<file path="src/rtl/pipe_skid_chain.sv">
// Valid/ready slice chain: bypass, forward-registered or full-skid slices in series,
// with synchronous flush and a registered occupancy count.
module pipe_skid_chain #(
  parameter  int DATA_W = 16,
  parameter  int STAGES = 2,
  parameter  int MODE   = 2,
  localparam int OCC_W  = $clog2(2*STAGES+1)
) (
  input  logic              clk,
  input  logic              rst_n,
  input  logic              flush,
  input  logic              in_vld,
  output logic              in_rdy,
  input  logic [DATA_W-1:0] in_data,
  output logic              out_vld,
  input  logic              out_rdy,
  output logic [DATA_W-1:0] out_data,
  output logic [OCC_W-1:0]  occupancy
);

  if (MODE == 0) begin : gBypass
    logic unusedInputs;
    assign unusedInputs = ^{clk, rst_n, flush};

    assign in_rdy    = out_rdy;
    assign out_vld   = in_vld;
    assign out_data  = in_data;
    assign occupancy = '0;

  end else begin : gChain
    logic             inXfer;
    logic             outXfer;
    logic [OCC_W-1:0] occQ;
    logic [OCC_W-1:0] occD;

    assign inXfer  = in_vld & in_rdy;
    assign outXfer = out_vld & out_rdy;

    // Tracks held beats from port handshakes rather than summing valid bits.
    always_comb begin
      occD = occQ;
      if (flush) begin
        occD = '0;
      end else if (inXfer && !outXfer) begin
        occD = occQ + OCC_W'(1);
      end else if (outXfer && !inXfer) begin
        occD = occQ - OCC_W'(1);
      end
    end

    always_ff @(posedge clk or negedge rst_n) begin
      if (!rst_n) begin
        occQ <= '0;
      end else begin
        occQ <= occD;
      end
    end

    assign occupancy = occQ;

    if (MODE == 1) begin : gFwd
      logic [STAGES-1:0] vldQ;
      logic [STAGES-1:0] vldD;
      logic [STAGES-1:0] sRdy;
      logic [STAGES:0]   chainVld;
      logic [DATA_W-1:0] dataQ     [STAGES];
      logic [DATA_W-1:0] dataD     [STAGES];
      logic [DATA_W-1:0] chainData [STAGES+1];

      // Position 0 is the input port, position s+1 is the output of slice s.
      assign chainVld = {vldQ, in_vld};

      always_comb begin
        chainData[0] = in_data;
        for (int s = 0; s < STAGES; s++) begin
          chainData[s+1] = dataQ[s];
        end
      end

      // A slice is ready if it or any slice after it has a hole, or the sink is ready.
      always_comb begin
        sRdy = '0;
        for (int s = 0; s < STAGES; s++) begin
          sRdy[s] = out_rdy;
          for (int t = s; t < STAGES; t++) begin
            if (!vldQ[t]) begin
              sRdy[s] = 1'b1;
            end
          end
        end
      end

      always_comb begin
        vldD  = vldQ;
        dataD = dataQ;
        if (flush) begin
          vldD = '0;
        end else begin
          for (int s = 0; s < STAGES; s++) begin
            if (sRdy[s]) begin
              vldD[s] = chainVld[s];
              if (chainVld[s]) begin
                dataD[s] = chainData[s];
              end
            end
          end
        end
      end

      always_ff @(posedge clk or negedge rst_n) begin
        if (!rst_n) begin
          vldQ <= '0;
          for (int s = 0; s < STAGES; s++) begin
            dataQ[s] <= '0;
          end
        end else begin
          vldQ  <= vldD;
          dataQ <= dataD;
        end
      end

      assign in_rdy   = sRdy[0] & ~flush;
      assign out_vld  = chainVld[STAGES];
      assign out_data = chainData[STAGES];

    end else begin : gSkid
      logic [STAGES-1:0] mVldQ;
      logic [STAGES-1:0] mVldD;
      logic [STAGES-1:0] kVldQ;
      logic [STAGES-1:0] kVldD;
      logic [STAGES:0]   chainVld;
      logic [STAGES:0]   downRdy;
      logic [DATA_W-1:0] mDataQ    [STAGES];
      logic [DATA_W-1:0] mDataD    [STAGES];
      logic [DATA_W-1:0] kDataQ    [STAGES];
      logic [DATA_W-1:0] kDataD    [STAGES];
      logic [DATA_W-1:0] chainData [STAGES+1];
      logic              accept;
      logic              drain;

      // Ready seen at position s is the registered ~skid-valid of slice s; the sink sits last.
      assign chainVld = {mVldQ, in_vld};
      assign downRdy  = {out_rdy, ~kVldQ};

      always_comb begin
        chainData[0] = in_data;
        for (int s = 0; s < STAGES; s++) begin
          chainData[s+1] = mDataQ[s];
        end
      end

      always_comb begin
        mVldD  = mVldQ;
        kVldD  = kVldQ;
        mDataD = mDataQ;
        kDataD = kDataQ;
        accept = 1'b0;
        drain  = 1'b0;
        if (flush) begin
          mVldD = '0;
          kVldD = '0;
        end else begin
          for (int s = 0; s < STAGES; s++) begin
            accept = chainVld[s] & downRdy[s];
            drain  = mVldQ[s] & downRdy[s+1];
            if (drain) begin
              if (kVldQ[s]) begin
                mDataD[s] = kDataQ[s];
                kVldD[s]  = 1'b0;
              end else begin
                mVldD[s] = accept;
                if (accept) begin
                  mDataD[s] = chainData[s];
                end
              end
            end else if (accept) begin
              if (!mVldQ[s]) begin
                mVldD[s]  = 1'b1;
                mDataD[s] = chainData[s];
              end else begin
                kVldD[s]  = 1'b1;
                kDataD[s] = chainData[s];
              end
            end
          end
        end
      end

      always_ff @(posedge clk or negedge rst_n) begin
        if (!rst_n) begin
          mVldQ <= '0;
          kVldQ <= '0;
          for (int s = 0; s < STAGES; s++) begin
            mDataQ[s] <= '0;
            kDataQ[s] <= '0;
          end
        end else begin
          mVldQ  <= mVldD;
          kVldQ  <= kVldD;
          mDataQ <= mDataD;
          kDataQ <= kDataD;
        end
      end

      assign in_rdy   = downRdy[0] & ~flush;
      assign out_vld  = chainVld[STAGES];
      assign out_data = chainData[STAGES];
    end
  end

endmodule

</file>
<file path="config.mk">
export PLATFORM = sky130hd
export DESIGN_NAME = pipe_skid_chain
export DESIGN_NICKNAME = d
export VERILOG_FILES = /design/src/rtl/pipe_skid_chain.sv
export SDC_FILE = /design/constraint.sdc
export NUM_CORES = 1
export LEC_CHECK = 0
export BUFFER_PORTS_ARGS = -buffer_cell sky130_fd_sc_hd__buf_2
export CORE_UTILIZATION = 50
export DETAILED_ROUTE_END_ITERATION = 8
export MAX_ROUTING_LAYER = met4
export PLACE_DENSITY = 0.71
export SYNTH_ARGS = -nofsm -noshare
export SYNTH_HDL_FRONTEND = slang
export SYNTH_SLANG_ARGS = --single-unit
</file>
<file path="constraint.sdc">
create_clock -name clk -period 2.1 [get_ports clk]
set_input_delay 0.105 -clock clk [delete_from_list [all_inputs] [get_ports clk]]
set_output_delay 0.105 -clock clk [all_outputs]
set_load 0.01 [all_outputs]
</file>
==> impl_metrics.csv, run 1 <==
group,metric,value,unit
worst_setup_path,path_max_fanout,7,
clock_tree,clockBufferDepth,2,
synthesis,syn-num-nets,288,
worst_setup_path,crit_type,"register to register",
synthesis,syn_area,3223,sq um
sta,hold_viol_final,0,
sta,fin_setup_tns,0,ns
worst_setup_path,required,2.32,ns
route,ant_nets,0,
sta,fmax,0.5784,GHz
synthesis,synth_top_area_cell,"dfrtp_1",
synthesis,synth_xor_area_share,0.5435,%
run_status,outcome,"finished, final reports clean",
die,rows,28,
route,wire_per_inst,14.17,um
sta,maxSlewViolCount,0,
global_routing,grt_usage,19.92,%
sta,worst_slew_pin_slew,0.7007,ns
sta,finClkSkew,0.005967,ns
die,core_area,6061,sq um
sta,holdWs,0.01474,ns
worst_setup_path,worst-r2r-setup-slack,0.37,ns
route,drc,0,
global_routing,grt_pass1_wl,9225,um
global_routing,overflow,0,
power,vdd_drop_max,685.1,uV
placed_design,dpl_worst_slack,0.3635,ns
global_routing,antenna_found_initial,0,
route,wl,5499,um
worst_setup_path,reg2regPathDepth,6,
route,dr.pass1.iters,4,
placed_design,dp_hpwl,3652,um
worst_setup_path,end_kind,"register",
clock_tree,root_buffer,"clkbuf_8",
sta,finalCritPeriodShare,82.32,%
die,start_util,53.18,%
final_layout,final_layout_size_suffix_gt1_share,32.91,%
route,drtIter0Drc,116,
clock_tree,cts_max_level,3,
synthesis,synth_mux_area_share,21.12,%
synthesis,synthCells,266,
sta,layout_setup_ws,0.3712,ns
synthesis,ys_seq_area_share,55.12,%
power,p_leak,0.001912,uW
route,post_drt_via_cell_ratio,5.095,
sta,rsz0062_at_grt,"false",
synthesis,yosysWarnings,0,
final_layout,final_util,61.35,%
clock_tree,cts.clk_slew.worst_paths,0.07,ns
final_layout,nets,330,
sta,fin_crit,1.729,ns
hold_path,hold_path.class,"primary input to register",
die,die_h,82.29,um
route,num_vias,1977,
die,die_w,82.29,um
synthesis,synth-simple-area-share,8.230,%
synthesis,avgSynthCellArea,12.12,sq um
global_routing,grt_pass1_vias,1848,
synthesis,synthTopCellsByArea,"dfrtp_1 (55%), mux2_2 (11%), mux2i_1 (9.9%), a21oi_1 (5.6%), buf_4 (4.4%)",
synthesis,ys_ff_latch,71,
clock_tree,cts_tree,"done",
die,io_pins,42,
clock_tree,numCtsBuffers,9,
synthesis,synth.top_cell.area_share,55.12,%
placed_design,io_buffers,41,
synthesis,synth-compound-area-share,7.609,%
clock_tree,clock_sinks,71,
synthesis,yosysUniqueCellTypes,28,
flow_run,drv_cap,0,
synthesis,synth_top_family_by_area,"multiplexers",
worst_setup_path,worstSetupStartpointType,"register",
global_routing,grt_max_degree,33,
final_layout,antennaDiodeCount,0,
sta,maxSlewHeadroom,53.29,%
final_layout,synthToLayoutAreaGrowth,15.37,%
die,dieArea,6772,sq um
synthesis,synthAdderAreaFrac,0.6211,%
hold_path,hold_path_depth,2,
sta,finalSetupViolations,0,
clock_tree,clk_latency,0.35,ns
placed_design,place_congestion,0.7814,
power,power.density,966.3,nW/um^2
worst_setup_path,cp_data_arrival_time,1.95,ns
==> routing by layer <==
metal / wire length, um / track usage (%) / part of all wire [%] / vias up
li1: - / - / - / 990
met1: 2916 / 29.37 / 53 / 935
met2: 2218 / 24.79 / 40 / 42
met3: 226 / 4.286 / 4.1 / 10
met4: 138 / 11.58 / 2.5 / 0
met5: 0 / - / 0 / -
==> timing repair <==
item | CTS | global route
hold buffers | 12 | 0
buffers inserted | 0 | 0
gates resized for setup | 0 | 0
endpoints found under the hold margin | 39 | 0
==> sequential cells by signal, summed over array words and instances, names as in the netlist <==
signal and flops:
gChain.gSkid.kVldQ 2, out_data 16, gChain.gSkid.chainData 16, gChain.gSkid.kDataQ 32, occupancy 3, gChain.gSkid.mVldQ 2
==> placed cells by master, fill, tap and decap left out, types with 2 or more instances in the layout <==
cell	Yosys	layout
clkbuf_8	0	10
mux2i_1	32	32
buf_4	19	8
mux2_2	32	32
dfrtp_1	71	71
nor3_1	5	5
dlygate4sd3_1	0	12
bufinv_16	0	2
nand2_2	2	2
xnor2_1	2	2
nor2_1	36	36
buf_2	6	41
nor2b_1	2	2
o21ai_0	3	3
a21oi_1	36	36
inv_1	3	3
==> kinds of logic after synthesis <==
logic type                 after synthesis
DFF                                     71
muxes                                   64
and+or+nand+nor                         53
AOI/OAI and AO/OA                       42
buffers and inverters                   33
xor gates and xnor gates                 2
adders and majority gates                1
==> worst paths after layout <==
path                                         start                 endpoint
min reg2reg                gChain.gSkid.kDataQ[18]  gChain.gSkid.kDataQ[18]
min in group asynchronous                    rst_n    gChain.gSkid.kVldQ[0]
max                          gChain.gSkid.kVldQ[0]             occupancy[2]
min                                    in_data[13]  gChain.gSkid.kDataQ[29]
max in group asynchronous                    rst_n  gChain.gSkid.kDataQ[17]
max reg2reg                  gChain.gSkid.kVldQ[0]             occupancy[2]
==> cell type report <==
type / count / area (sq um)
clock buffers: 11 / 141.4
clock inverters: 5 / 81.33
fillers: 518 / 2342
inverters: 3 / 11.26
multi-input cells: 162 / 1229
flip-flops and latches: 71 / 1777
well taps: 75 / 93.84
repair buffers: 61 / 385.4
==> stage by stage <==
step | power, uW | cell area (sq um) | cells
2_1_floorplan | 2275 | 3223 | 266
3_3_place_gp | 2366 | 3376 | 360
3_5_place_dp | 2402 | 3376 | 360
4_1_cts | 3638 | 3719 | 388
5_1_grt | 3799 | 3719 | 388
6_report | 3593 | 3719 | 388
==> cells in the mapped netlist <==
master,n
a221oi_2,1
a211oi_1,1
nand2_1,1
nor3b_1,1
buf_1,1
and2_0,1
dfrtp_1,71
inv_1,3
buf_6,2
mux2i_1,32
buf_2,6
and3_1,1
fa_1,1
nor3_1,5
xnor2_1,2
buf_4,19
nor4b_4,1
a21oi_1,36
nand2b_1,1
nand4_2,1
nor2b_1,2
o21ai_0,3
nand2_2,2
nor2_1,36
mux2_2,32
clkbuf_1,2
nand2b_4,1
a2111oi_4,1
==> where the power goes <==
group	switching, uW	internal, uW
Combinational	302	304
Sequential	157	1620
Clock	505	701
==> critical path: stages, from the launching register on <==
cell      delay (ns)
dfrtp_1         0.43
nand2b_1        0.23
nor3_1          0.09
fa_1            0.39
nor3_1          0.24
o21ai_0         0.09
nor3b_1         0.13
No activity file was read; power rests on OpenSTA's default activity.
==> run 2: changes to the inputs <==
Clock period 2.1 ns to 1.6 ns, I/O delays scaled along.
==> run 2 against run 1 <==
  * Via count is 4.7% higher
  * Cell count is 3.9% higher
  * First-iteration DRC count is 42% lower
  * Worst setup slack worse by 0.29 ns
  * Utilization is 4.2 points higher
  * Critical path depth is 1 lower
  * Global-route usage is 0.19 points lower
  * Design area is 6.8% higher
  * Critical endpoint is now gChain.gSkid.kDataQ[20]
==> impl_metrics.csv, run 2 (synthesis results as in run 1) <==
group,metric,value,unit
placed_design,dpl_worst_slack,0.06474,ns
route,post_drt_via_cell_ratio,5.134,
worst_setup_path,cp_data_arrival_time,1.74,ns
worst_setup_path,cp_num_buf_inv,2,
sta,fin_crit,1.519,ns
power,p_leak,0.002022,uW
sta,layout_setup_ws,0.08125,ns
worst_setup_path,timing.rr.end,"gChain.gSkid.kDataQ[20]",
clock_tree,numCtsBuffers,9,
sta,hold_viol_final,0,
worst_setup_path,worst-r2r-setup-slack,0.08,ns
global_routing,grt_max_degree,38,
die,dieArea,6772,sq um
final_layout,fillCellCount,477,
clock_tree,clk_latency,0.34,ns
die,die_h,82.29,um
hold_path,hold_path.class,"primary input to register",
power,vdd_drop_max,869.6,uV
final_layout,synthToLayoutAreaGrowth,23.21,%
worst_setup_path,end_kind,"register",
worst_setup_path,path_max_fanout,16,
worst_setup_path,reg2regPathDepth,5,
clock_tree,cts_max_level,3,
final_layout,antennaDiodeCount,0,
global_routing,grt_usage,19.73,%
sta,fmax,0.6584,GHz
route,wire_per_inst,14.20,um
final_layout,final_layout_size_suffix_gt1_share,36.89,%
sta,finalSetupViolations,0,
power,power.density,1190,nW/um^2
final_layout,top_register,"gChain.gSkid.kDataQ",
placed_design,dp.cells,368,
die,io_pins,42,
placed_design,io_buffers,41,
die,core_area,6061,sq um
worst_setup_path,cpMaxStageDelayCell,"dfrtp_1",
die,rows,28,
placed_design,place_congestion,0.7565,
route,drtIter0Drc,67,
flow_run,drv_cap,0,
worst_setup_path,worstSetupStartpointType,"register",
final_layout,largest_reg_flops,32,
global_routing,overflow,0,
hold_path,min_delay_worst_endpoint,"occupancy[0]",
clock_tree,root_buffer,"clkbuf_8",
power,total_power,4724,uW
clock_tree,clockBufferDepth,2,
clock_tree,cts_tree,"done",
sta,maxSlewViolCount,0,
hold_path,min_from,"flush",
worst_setup_path,crit_type,"register to register",
die,die_w,82.29,um
die,start_util,53.18,%
final_layout,fin_cells,403,
sta,maxSlewHeadroom,61.82,%
worst_setup_path,cp_top_family,"flip-flops",
worst_setup_path,rr_startpoint,"gChain.gSkid.kVldQ[0]",
route,drc,0,
worst_setup_path,required,1.82,ns
worst_setup_path,path_cells,"buf_4, nor2_1, nand4_2, buf_4, mux2_2",
worst_setup_path,slowest_delay,0.37,ns
global_routing,grt_pass1_wl,9604,um
sta,worst_slew_pin_slew,0.5727,ns
global_routing,grt_pass1_vias,1974,
route,dr.pass1.iters,4,
route,wl,5724,um
hold_path,hold_path_depth,2,
clock_tree,clock_sinks,71,
route,ant_nets,0,
sta,finClkSkew,0.005567,ns
sta,finalCritPeriodShare,94.92,%
run_status,outcome,"finished, final reports clean",
route,num_vias,2069,
worst_setup_path,path_common_cell,"buf_4",
sta,fin_setup_tns,0,ns
global_routing,antenna_found_initial,0,
placed_design,dp_hpwl,3692,um
clock_tree,cts.clk_slew.worst_paths,0.07,ns
final_layout,final_common_cell,"dfrtp_1",
final_layout,nets,346,
final_layout,final_cell_mix,"dfrtp_1 (69), buf_2 (41), nor2_1 (36), a21oi_1 (36)",
[run 2: per-stage QoR]
step	hold WS (ns)	util [%]	area, sq um
5_1_grt	0.1099	65.52	3971
6_report	0.09138	65.52	3971
2_1_floorplan	-0.2156	-	3237
4_1_cts	0.07625	64.57	3914
3_5_place_dp	0.1134	58.30	3533
3_3_place_gp	0.1127	58.30	3533
[run 2: layer usage]
metal | share of wire (%) | GRT usage, %
met5 | 0 | -
met4 | 1.4 | 7.368
met3 | 3.2 | 4.066
met2 | 44 | 26.53
met1 | 52 | 29.07
[run 2: worst max path at each step]
stage,from,endpoint,depth (start not counted)
after floorplan,gChain.gSkid.kVldQ[1],gChain.gSkid.kDataQ[0],5
after CTS,gChain.gSkid.mVldQ[0],gChain.gSkid.chainData[16],5
after detailed placement,gChain.gSkid.mVldQ[1],occupancy[2],6
after global routing,gChain.gSkid.kVldQ[0],occupancy[2],6
final,gChain.gSkid.kVldQ[0],gChain.gSkid.kDataQ[20],5
after global placement,gChain.gSkid.mVldQ[1],occupancy[2],6
[run 2: repair_timing]
action                                 in CTS  in global routing
hold buffers                               17                  0
setup endpoints to repair                   0                 33
buffers inserted                            0                  2
resized for setup                           0                  6
endpoints found under the hold margin      38                  0
[run 2: layout make-up]
| class | count | area (sq um) | share of cell area, % |
|---|---|---|---|
| clock buffer | 9 | 123.9 | 3.119 |
| clock inverter | 6 | 86.33 | 2.174 |
| inverter | 3 | 11.26 | 0.2836 |
| multi-input combinational | 162 | 1262 | 31.79 |
| sequential | 71 | 1779 | 44.80 |
| tap | 75 | 93.84 | 2.363 |
| timing repair buffer | 77 | 614.3 | 15.47 |
[run 2: power breakdown]
part	internal, uW	switching, uW	total [uW]
sequential	2130	192	2320
combinational	451	422	873
clock	866	661	1530
==> run 3: changes to the inputs <==
--- a/config.mk
+++ b/config.mk
@@ -7,3 +7,3 @@
 export LEC_CHECK = 0
-export BUFFER_PORTS_ARGS = -buffer_cell sky130_fd_sc_hd__buf_2
+export BUFFER_PORTS_ARGS = -buffer_cell sky130_fd_sc_hd__clkbuf_2
 export CORE_UTILIZATION = 50
==> constraint.sdc (replaced) <==
create_clock -name clk -period 1.6 [get_ports clk]
set_input_delay 0.16 -clock clk [delete_from_list [all_inputs] [get_ports clk]]
set_output_delay 0.16 -clock clk [all_outputs]
set_load 0.01 [all_outputs]
==> run 3 against run 2 <==
  * Register-to-register slack hardly changed
  * Global-route usage is 1.1 points lower
  * Non-clock buffer count is 16 lower
  * First-iteration DRC count is 31% higher
  * Maximum frequency is 0.38% higher
  * Highest routed layer unchanged
  * Utilization is 2.6 points lower
  * Clock skew is 0.0032 ns higher
  * Combinational power is 3.6% lower
  * Worst setup slack better by 0.0058 ns
  * Critical endpoint is now gChain.gSkid.kDataQ[4]
  * Clock-buffer cell count is 2 higher
  * Hold slack worse by 0.025 ns
==> impl_metrics.csv, run 3 (synthesis results as in run 1) <==
group,metric,value,unit
worst_setup_path,path_max_fanout,16,
worst_setup_path,required,1.81,ns
final_layout,largest_reg_flops,32,
power,total_power,4705,uW
die,die_w,82.29,um
worst_setup_path,cp_num_buf_inv,1,
placed_design,place_congestion,0.7551,
sta,finalCritPeriodShare,94.56,%
worst_setup_path,cpMaxStageDelayCell,"dfrtp_2",
final_layout,final_cell_mix,"dfrtp_1 (69), clkbuf_2 (40), nor2_1 (36), a21oi_1 (36)",
sta,finalSetupViolations,0,
final_layout,nets,330,
route,dr.pass1.iters,4,
global_routing,overflow,0,
hold_path,hold_path_depth,2,
flow_run,drv_cap,0,
route,wl,5452,um
die,rows,28,
route,post_drt_via_cell_ratio,5.209,
worst_setup_path,crit_type,"register to register",
worst_setup_path,cp_top_family,"flip-flops",
worst_setup_path,worst-r2r-setup-slack,0.09,ns
worst_setup_path,end_kind,"register",
clock_tree,clk_latency,0.34,ns
clock_tree,root_buffer,"clkbuf_8",
global_routing,grt_max_degree,72,
hold_path,min_delay_worst_endpoint,"gChain.gSkid.kDataQ[22]",
clock_tree,cts_max_level,3,
global_routing,antenna_found_initial,0,
final_layout,final_layout_size_suffix_gt1_share,38.02,%
die,io_pins,42,
placed_design,io_buffers,41,
final_layout,multiInputGateArea,1257,sq um
clock_tree,cts_tree,"done",
die,core_area,6061,sq um
final_layout,final_common_cell,"dfrtp_1",
worst_setup_path,critical_path_cell_count,4,
sta,worst_slew_pin_slew,0.3728,ns
route,wire_per_inst,14.05,um
die,dieArea,6772,sq um
die,start_util,53.18,%
worst_setup_path,path_cells,"nand2b_4, nor4b_4, buf_12, mux2_2",
global_routing,grt_usage,18.67,%
route,drc,0,
sta,finClkSkew,0.008805,ns
hold_path,hold_path.class,"primary input to register",
sta,fin_crit,1.513,ns
final_layout,fillCellCount,484,
route,ant_nets,0,
global_routing,grt_pass1_vias,1818,
final_layout,top_register,"gChain.gSkid.kDataQ",
final_layout,ff_latch_area,1779,sq um
sta,hold_viol_final,0,
sta,maxSlewHeadroom,75.15,%
worst_setup_path,slowest_delay,0.48,ns
worst_setup_path,worstSetupStartpointType,"register",
route,drtIter0Drc,88,
power,vdd_drop_max,734.5,uV
route,num_vias,2021,
clock_tree,clock_sinks,71,
placed_design,dp_hpwl,3539,um
sta,layout_setup_ws,0.08705,ns
clock_tree,numCtsBuffers,9,
run_status,outcome,"finished, final reports clean",
power,p_leak,0.001965,uW
sta,maxSlewViolCount,0,
final_layout,synthToLayoutAreaGrowth,18.25,%
clock_tree,clockBufferDepth,2,
sta,fmax,0.6610,GHz
worst_setup_path,cp_data_arrival_time,1.73,ns
final_layout,antennaDiodeCount,0,
die,die_h,82.29,um
power,power.density,1235,nW/um^2
worst_setup_path,reg2regPathDepth,4,
placed_design,dpl_worst_slack,0.05871,ns
global_routing,grt_pass1_wl,8942,um
hold_path,min_from,"in_data[6]",
clock_tree,cts.clk_slew.worst_paths,0.08,ns
sta,fin_setup_tns,0,ns
worst_setup_path,rr_startpoint,"gChain.gSkid.mVldQ[0]",
worst_setup_path,timing.rr.end,"gChain.gSkid.kDataQ[4]",
==> run 3: cell types whose count changed in the layout (fill, tap and decap cells not counted), sizes merged <==
cell | before | now
clkbuf | 10 | 53
buf | 59 | 18
dlygate4sd3 | 17 | 1
clkinvlp | 1 | 0
==> run 3: worst max-delay path by stage <==
stage,from,endpoint
final,gChain.gSkid.mVldQ[0],gChain.gSkid.kDataQ[4]
after detailed placement,gChain.gSkid.kVldQ[0],gChain.gSkid.chainData[18]
after CTS,gChain.gSkid.mVldQ[0],gChain.gSkid.chainData[18]
after floorplan,gChain.gSkid.kVldQ[1],gChain.gSkid.kDataQ[0]
after global placement,gChain.gSkid.mVldQ[1],occupancy[2]
after global routing,gChain.gSkid.mVldQ[1],occupancy[2]
==> run 3: what timing repair did <==
action                     CTS  global route
setup endpoints to repair    0            32
gates resized for setup      0             3
hold buffers                 1             0
setup buffers                0             2
hold endpoints to repair    71             0
==> run 3: metal layers <==
metal | wire (um) | up-vias | global-route usage [%]
met5 | 0 | - | -
met4 | 97 | 0 | 8.947
met3 | 254 | 9 | 4.176
met2 | 2206 | 50 | 22.48
met1 | 2895 | 958 | 28.83
li1 | - | 1004 | -
==> run 3: cell type report <==
class | count | share of cell area, %
multi-input cells | 162 | 32.99
well taps | 75 | 2.462
flip-flops and latches | 71 | 46.68
clock buffers | 11 | 3.447
clock inverters | 5 | 2.167
inverters | 3 | 0.2955
repair buffers | 61 | 11.95
==> run 3: report_power, final <==
group          switching, uW  internal, uW  total (uW)  leakage (uW)
registers                200          2130        2330      0.000867
clock network            649           882        1530      0.000107
logic                    417           426         842      0.000991
==> run 3: per-stage QoR <==
step           instance area (sq um)  cells  utilization, %  hold WS (ns)
5_1_grt                         3811    388           62.88       0.06308
3_5_place_dp                    3521    368           58.09        0.2129
4_1_cts                         3745    385           61.79       0.05312
3_3_place_gp                    3521    368           58.09        0.2126
2_1_floorplan                   3237    266               -       -0.1356
6_report                        3811    388           62.88       0.06626
